--- src/rtl/branch_predictor.sv ---
// Gshare direction predictor with a direct-mapped BTB and saturating branch/mispredict counters.
// Lookup is combinational from the fetch PC; resolution updates land on the next rising edge.
module branch_predictor #(
  parameter int unsigned XLEN        = 32,
  parameter int unsigned BTB_ENTRIES = 32,
  parameter int unsigned PHT_ENTRIES = 64,
  parameter int unsigned HIST_BITS   = 6,
  parameter int unsigned CNT_BITS    = 16
) (
  input  logic                           clk,
  input  logic                           reset,
  input  logic [XLEN-1:0]                pc,
  output logic                           pred_taken,
  output logic [XLEN-1:0]                pred_target,
  output logic [$clog2(PHT_ENTRIES)-1:0] pred_pht_idx,
  input  logic                           update_valid,
  input  logic [XLEN-1:0]                update_pc,
  input  logic [$clog2(PHT_ENTRIES)-1:0] update_pht_idx,
  input  logic                           update_taken,
  input  logic [XLEN-1:0]                update_target,
  input  logic                           update_mispredict,
  output logic [CNT_BITS-1:0]            branch_cnt,
  output logic [CNT_BITS-1:0]            mispredict_cnt
);

  localparam int unsigned BTB_IW = $clog2(BTB_ENTRIES);
  localparam int unsigned PHT_IW = $clog2(PHT_ENTRIES);
  localparam int unsigned TAG_W  = XLEN - BTB_IW - 2;

  logic                 r_btb_valid  [BTB_ENTRIES];
  logic [TAG_W-1:0]     r_btb_tag    [BTB_ENTRIES];
  logic [XLEN-1:0]      r_btb_target [BTB_ENTRIES];
  logic [1:0]           r_pht        [PHT_ENTRIES];
  logic [HIST_BITS-1:0] r_bhr;
  logic [CNT_BITS-1:0]  r_branch_cnt;
  logic [CNT_BITS-1:0]  r_mispredict_cnt;

  logic [BTB_IW-1:0]    w_btb_idx;
  logic [TAG_W-1:0]     w_tag;
  logic                 w_hit;
  logic [PHT_IW-1:0]    w_hist_ext;
  logic [PHT_IW-1:0]    w_pht_idx;
  logic [BTB_IW-1:0]    w_upd_btb_idx;
  logic [TAG_W-1:0]     w_upd_tag;
  logic [1:0]           w_pht_cur;
  logic [1:0]           w_pht_next;
  logic                 w_unused_lsbs;

  assign w_unused_lsbs = ^{pc[1:0], update_pc[1:0]};

  assign w_btb_idx  = pc[BTB_IW+1:2];
  assign w_tag      = pc[XLEN-1:BTB_IW+2];
  assign w_hit      = r_btb_valid[w_btb_idx] && (r_btb_tag[w_btb_idx] == w_tag);
  assign w_hist_ext = PHT_IW'(r_bhr);
  assign w_pht_idx  = pc[PHT_IW+1:2] ^ w_hist_ext;

  assign pred_pht_idx = w_pht_idx;
  assign pred_taken   = w_hit && r_pht[w_pht_idx][1];
  assign pred_target  = pred_taken ? r_btb_target[w_btb_idx] : pc + XLEN'(4);

  assign w_upd_btb_idx = update_pc[BTB_IW+1:2];
  assign w_upd_tag     = update_pc[XLEN-1:BTB_IW+2];
  assign w_pht_cur     = r_pht[update_pht_idx];

  always_comb begin
    w_pht_next = w_pht_cur;
    if (update_taken) begin
      if (w_pht_cur != 2'b11) w_pht_next = w_pht_cur + 2'b01;
    end else begin
      if (w_pht_cur != 2'b00) w_pht_next = w_pht_cur - 2'b01;
    end
  end

  always_ff @(posedge clk or negedge reset) begin
    if (!reset) begin
      for (int unsigned i = 0; i < BTB_ENTRIES; i++) r_btb_valid[i] <= 1'b0;
      for (int unsigned i = 0; i < PHT_ENTRIES; i++) r_pht[i] <= 2'b01;
      r_bhr            <= '0;
      r_branch_cnt     <= '0;
      r_mispredict_cnt <= '0;
    end else if (update_valid) begin
      r_pht[update_pht_idx] <= w_pht_next;
      if (update_taken) r_btb_valid[w_upd_btb_idx] <= 1'b1;
      // Truncating cast keeps the newest HIST_BITS outcomes, including the 1-bit case.
      r_bhr <= HIST_BITS'({r_bhr, update_taken});
      if (r_branch_cnt != '1) r_branch_cnt <= r_branch_cnt + CNT_BITS'(1);
      if (update_mispredict && (r_mispredict_cnt != '1))
        r_mispredict_cnt <= r_mispredict_cnt + CNT_BITS'(1);
    end
  end

  // Tag/target storage is qualified by r_btb_valid, so it carries no reset.
  always_ff @(posedge clk) begin
    if (update_valid && update_taken) begin
      r_btb_tag[w_upd_btb_idx]    <= w_upd_tag;
      r_btb_target[w_upd_btb_idx] <= update_target;
    end
  end

  assign branch_cnt     = r_branch_cnt;
  assign mispredict_cnt = r_mispredict_cnt;

endmodule
--- config.mk ---
export PLATFORM = sky130hd
export DESIGN_NAME = branch_predictor
export DESIGN_NICKNAME = d
export VERILOG_FILES = /design/src/rtl/branch_predictor.sv
export SDC_FILE = /design/constraint.sdc
export NUM_CORES = 2
export LEC_CHECK = 0
export ABC_CLOCK_PERIOD_IN_PS = 4050
export CORE_MARGIN = 3
export CORE_UTILIZATION = 49
export CTS_CLUSTER_SIZE = 24
export DETAILED_ROUTE_END_ITERATION = 6
export GPL_TIMING_DRIVEN = 1
export PLACE_DENSITY = 0.77
export REMOVE_ABC_BUFFERS = 1
export SETUP_SLACK_MARGIN = 0.4
export SLEW_MARGIN = 0
export SYNTH_ARGS = -nofsm -noshare
export SYNTH_HDL_FRONTEND = slang
export SYNTH_SLANG_ARGS = --single-unit
export TNS_END_PERCENT = 20
--- constraint.sdc ---
create_clock -name clk -period 4.05 [get_ports clk]
set_input_delay 0.6075 -clock clk [delete_from_list [all_inputs] [get_ports clk]]
set_output_delay 0.6075 -clock clk [all_outputs]
set_load 0.05 [all_outputs]
==> qor.txt <==
top cells by area, synth - edfxtp_1, mux4_2, dfrtp_1
top-level I/O count - 178
unrepaired setup endpoints after global routing - true
Clock Pin Slew Worst Setup and Hold Paths - 0.06 ns
initial antenna violation count - 21
hpwl dp - 122000 µm
Post-synth EDFFs - 1824
DRT Pass-1 Iters - 6
Slowest cell on crit path - mux4_2
1st-iter DRT viols - 6886
Worst Path Max Fanout - 8
Synthesis Warnings - 0
FP Rows - 147
CP startpoint kind - register
Avg Inst Size Synth - 21.1 µm²
Initial Util - 49.6%
Hold Fails Final Rpt - 0
Min-Delay Path Class - in2async
Cell Area, Placed - 87700 µm²
nets - 4477
GRT Util Overall - 26.9%
Slew Viols, Final - 0
Worst Clk Skew - 0.0436 ns
Max stage delay on crit path - 0.54 ns
Power, Total - 0.0449 W
Critical Path RT - 3.44 ns
post-synth top area cell - edfxtp_1
final worst slack - -1.10 ns
most frequent cell after synthesis - edfxtp_1
cell area after synthesis - 80100 µm²
routed length per instance - 33.8 µm
die span in y - 410 µm
setup tns final - -29.77 ns
Mapped Cells - 3798
Max-Cap Viols - 0
Fmax - 0.194 GHz
sequential-to-total area share from yosys stat - 74.7%
FF+latch count, synth - 2022
Vias/cell - 6.54
die extent in x - 410 µm
CTS sink cnt - 2022
crit path time final - 5.15 ns
P&R area growth vs syn - 18.4%
largest net degree at the start of global routing - 113
status - complete, but fails checks
final WL - 226000 µm
die area - 168000 µm²
unique cell type count in the Yosys netlist - 83
most frequent cells after synthesis - edfxtp_1, mux4_2, mux2_2, dfrtp_1, nand2_1
Core Box Area - 161000 µm²
post-route DRC violation count - 0
via count - 43800
DRT antenna net count - 0
GR Overflow Total - 0
crit path kind - reg2out
failing checks - negative setup slack
CTS buffer count - 196
layout cells sized above 1 - 34.8%
Port Buffers - 175
Arr. time, crit path - 4.54 ns
GPL Wtd Cong - 0.841
clock buffer depth - 3
crit end category - primary output
worst skew pair latency - 0.84 ns
Layout Cell Area excl Fill - 94900 µm²
leakage - 31.4 nW
Top FF cell, synth - edfxtp_1
Max-Slew Margin vs Limit - 25.2%
htree depth - 4
CTS tree - built
Tcrit/Tclk final - 127%
crit-path cells - xor2_2 -> buf_12 -> mux4_2 -> mux4_2 -> o41ai_4 -> buf_4 -> nor4_4 -> buf_4 -> nand4_1 -> buf_6 -> buf_12 -> mux2i_4 -> a211oi_2 -> buf_4 -> buf_12
Power Density - 473 nW/µm²
FFs w/ async S/R, synth - 9.79%
clk root buf - clkbuf_16
post-synth top area share - 68.4%
worst-margin pin slew - 1.12 ns
Final setup viols - 33
first-pass GRT wire length - 321000 µm
VDD IR max - 494 µV
vias in the first global route - 44000
final timing paths:
check                           startpoint         endpoint  slack [ns]  depth (start not counted)
setup / recovery                  r_bhr[0]   pred_target[7]       -1.10                         15
hold / removal                       reset    branch_cnt[5]        0.44                          2
setup reg to reg                  r_pht[6]        r_pht[29]        1.41                          7
hold reg to reg            r_btb_valid[11]  r_btb_valid[11]        0.46                          1
max in group asynchronous            reset       r_pht[116]        2.54                          3
min in group clk           r_btb_valid[11]  r_btb_valid[11]        0.46                          1
layout make-up:
type                            instances  area [µm²]
Fill cell                           11200       66600
Sequential cell                      2022       59800
Multi-Input combinational cell       1561       19900
Timing Repair Buffer                  577        6200
Clock buffer                          267        5300
Tap cell                             2160        2700
Clock inverter                         94         921
Inverter                                9        35.0
Antenna cell                           14        35.0
metrics by stage:
stage                     util (%)  hold slack, ns  std cells  setup slack, ns
after floorplan                  -           0.312       3592            -2.65
final                         58.8           0.437       6704            -1.10
after global routing          58.7           0.476       6695            -1.22
after global placement        54.3           0.446       6293            -1.39
after detailed placement      54.3           0.449       6293            -1.39
after CTS                     58.5           0.441       6668            -1.12
registers in the layout (all words and copies together), names as in the netlist:
signal,flops
r_btb_target,1024
r_btb_tag,800
r_pht,128
r_btb_valid,32
branch_cnt,16
mispredict_cnt,16
r_bhr,6
worst max-delay path, delay by kind of cell, from the launching register on:
family | cells | cell delay, ns
compound gates | 2 | 0.40
xor+xnor | 1 | 0.18
buf+inv | 7 | 1.26
flops | 1 | 0.40
mux | 3 | 1.32
simple gates | 2 | 0.14
cell families (layout without fill, tap and decap cells):
| family | count (synthesis) | count (layout) | share of synthesized area [%] |
|---|---|---|---|
| multiplexers | 752 | 752 | 17.4 |
| XOR/XNOR | 64 | 64 | 0.709 |
| adder cells (fa/ha/maj) | 5 | 5 | 0.0718 |
| AO/OA/AOI/OAI | 290 | 290 | 2.74 |
| buffers and inverters | 215 | 947 | 1.39 |
| flip-flops | 2022 | 2022 | 74.7 |
| other | 0 | 14 | 0 |
| AND/OR/NAND/NOR | 450 | 450 | 3.00 |
cells in the final DEF (no fill, tap or decap), types with 31 or more instances in the layout:
cell type        Yosys  final
edfxtp_1          1824   1824
mux4_2             499    499
buf_4               11    317
clkbuf_16            0    199
mux2_2             148    148
dfrtp_1            134    134
clkdlybuf4s50_1      0    132
nand2_1            115    112
buf_12               0    103
mux2i_1             99     96
a22oi_1             76     76
dfstp_2             64     64
clkbuf_1           104     62
nor2_1              90     56
xnor2_1             44     44
clkinv_1             1     41
nand4_1             39     39
nor2_4               0     33
or2_2               33     33
and2_1              31     31
a22o_1              31     31
layer usage:
layer	GRT usage [%]	part of all wire (%)
met5	0	0.018
met4	12.0	4.7
met3	6.91	13
met2	42.4	48
met1	35.5	35
power by group:
part | leakage (nW) | total, W | switching (W) | internal [W]
logic | 9.56 | 0.00369 | 0.00208 | 0.00161
registers | 18.9 | 0.0234 | 0.000225 | 0.0232
clock network | 3.01 | 0.0178 | 0.00778 | 0.0100
timing repair:
action	CTS	global route
cloned	4	0
pin swaps	8	7
endpoints found under the setup margin	33	33
setup buffers	9	22
endpoints found under the hold margin	84	0
gates resized for setup	67	35
hold buffers	1	0
No activity file was read; power rests on OpenSTA's default activity.
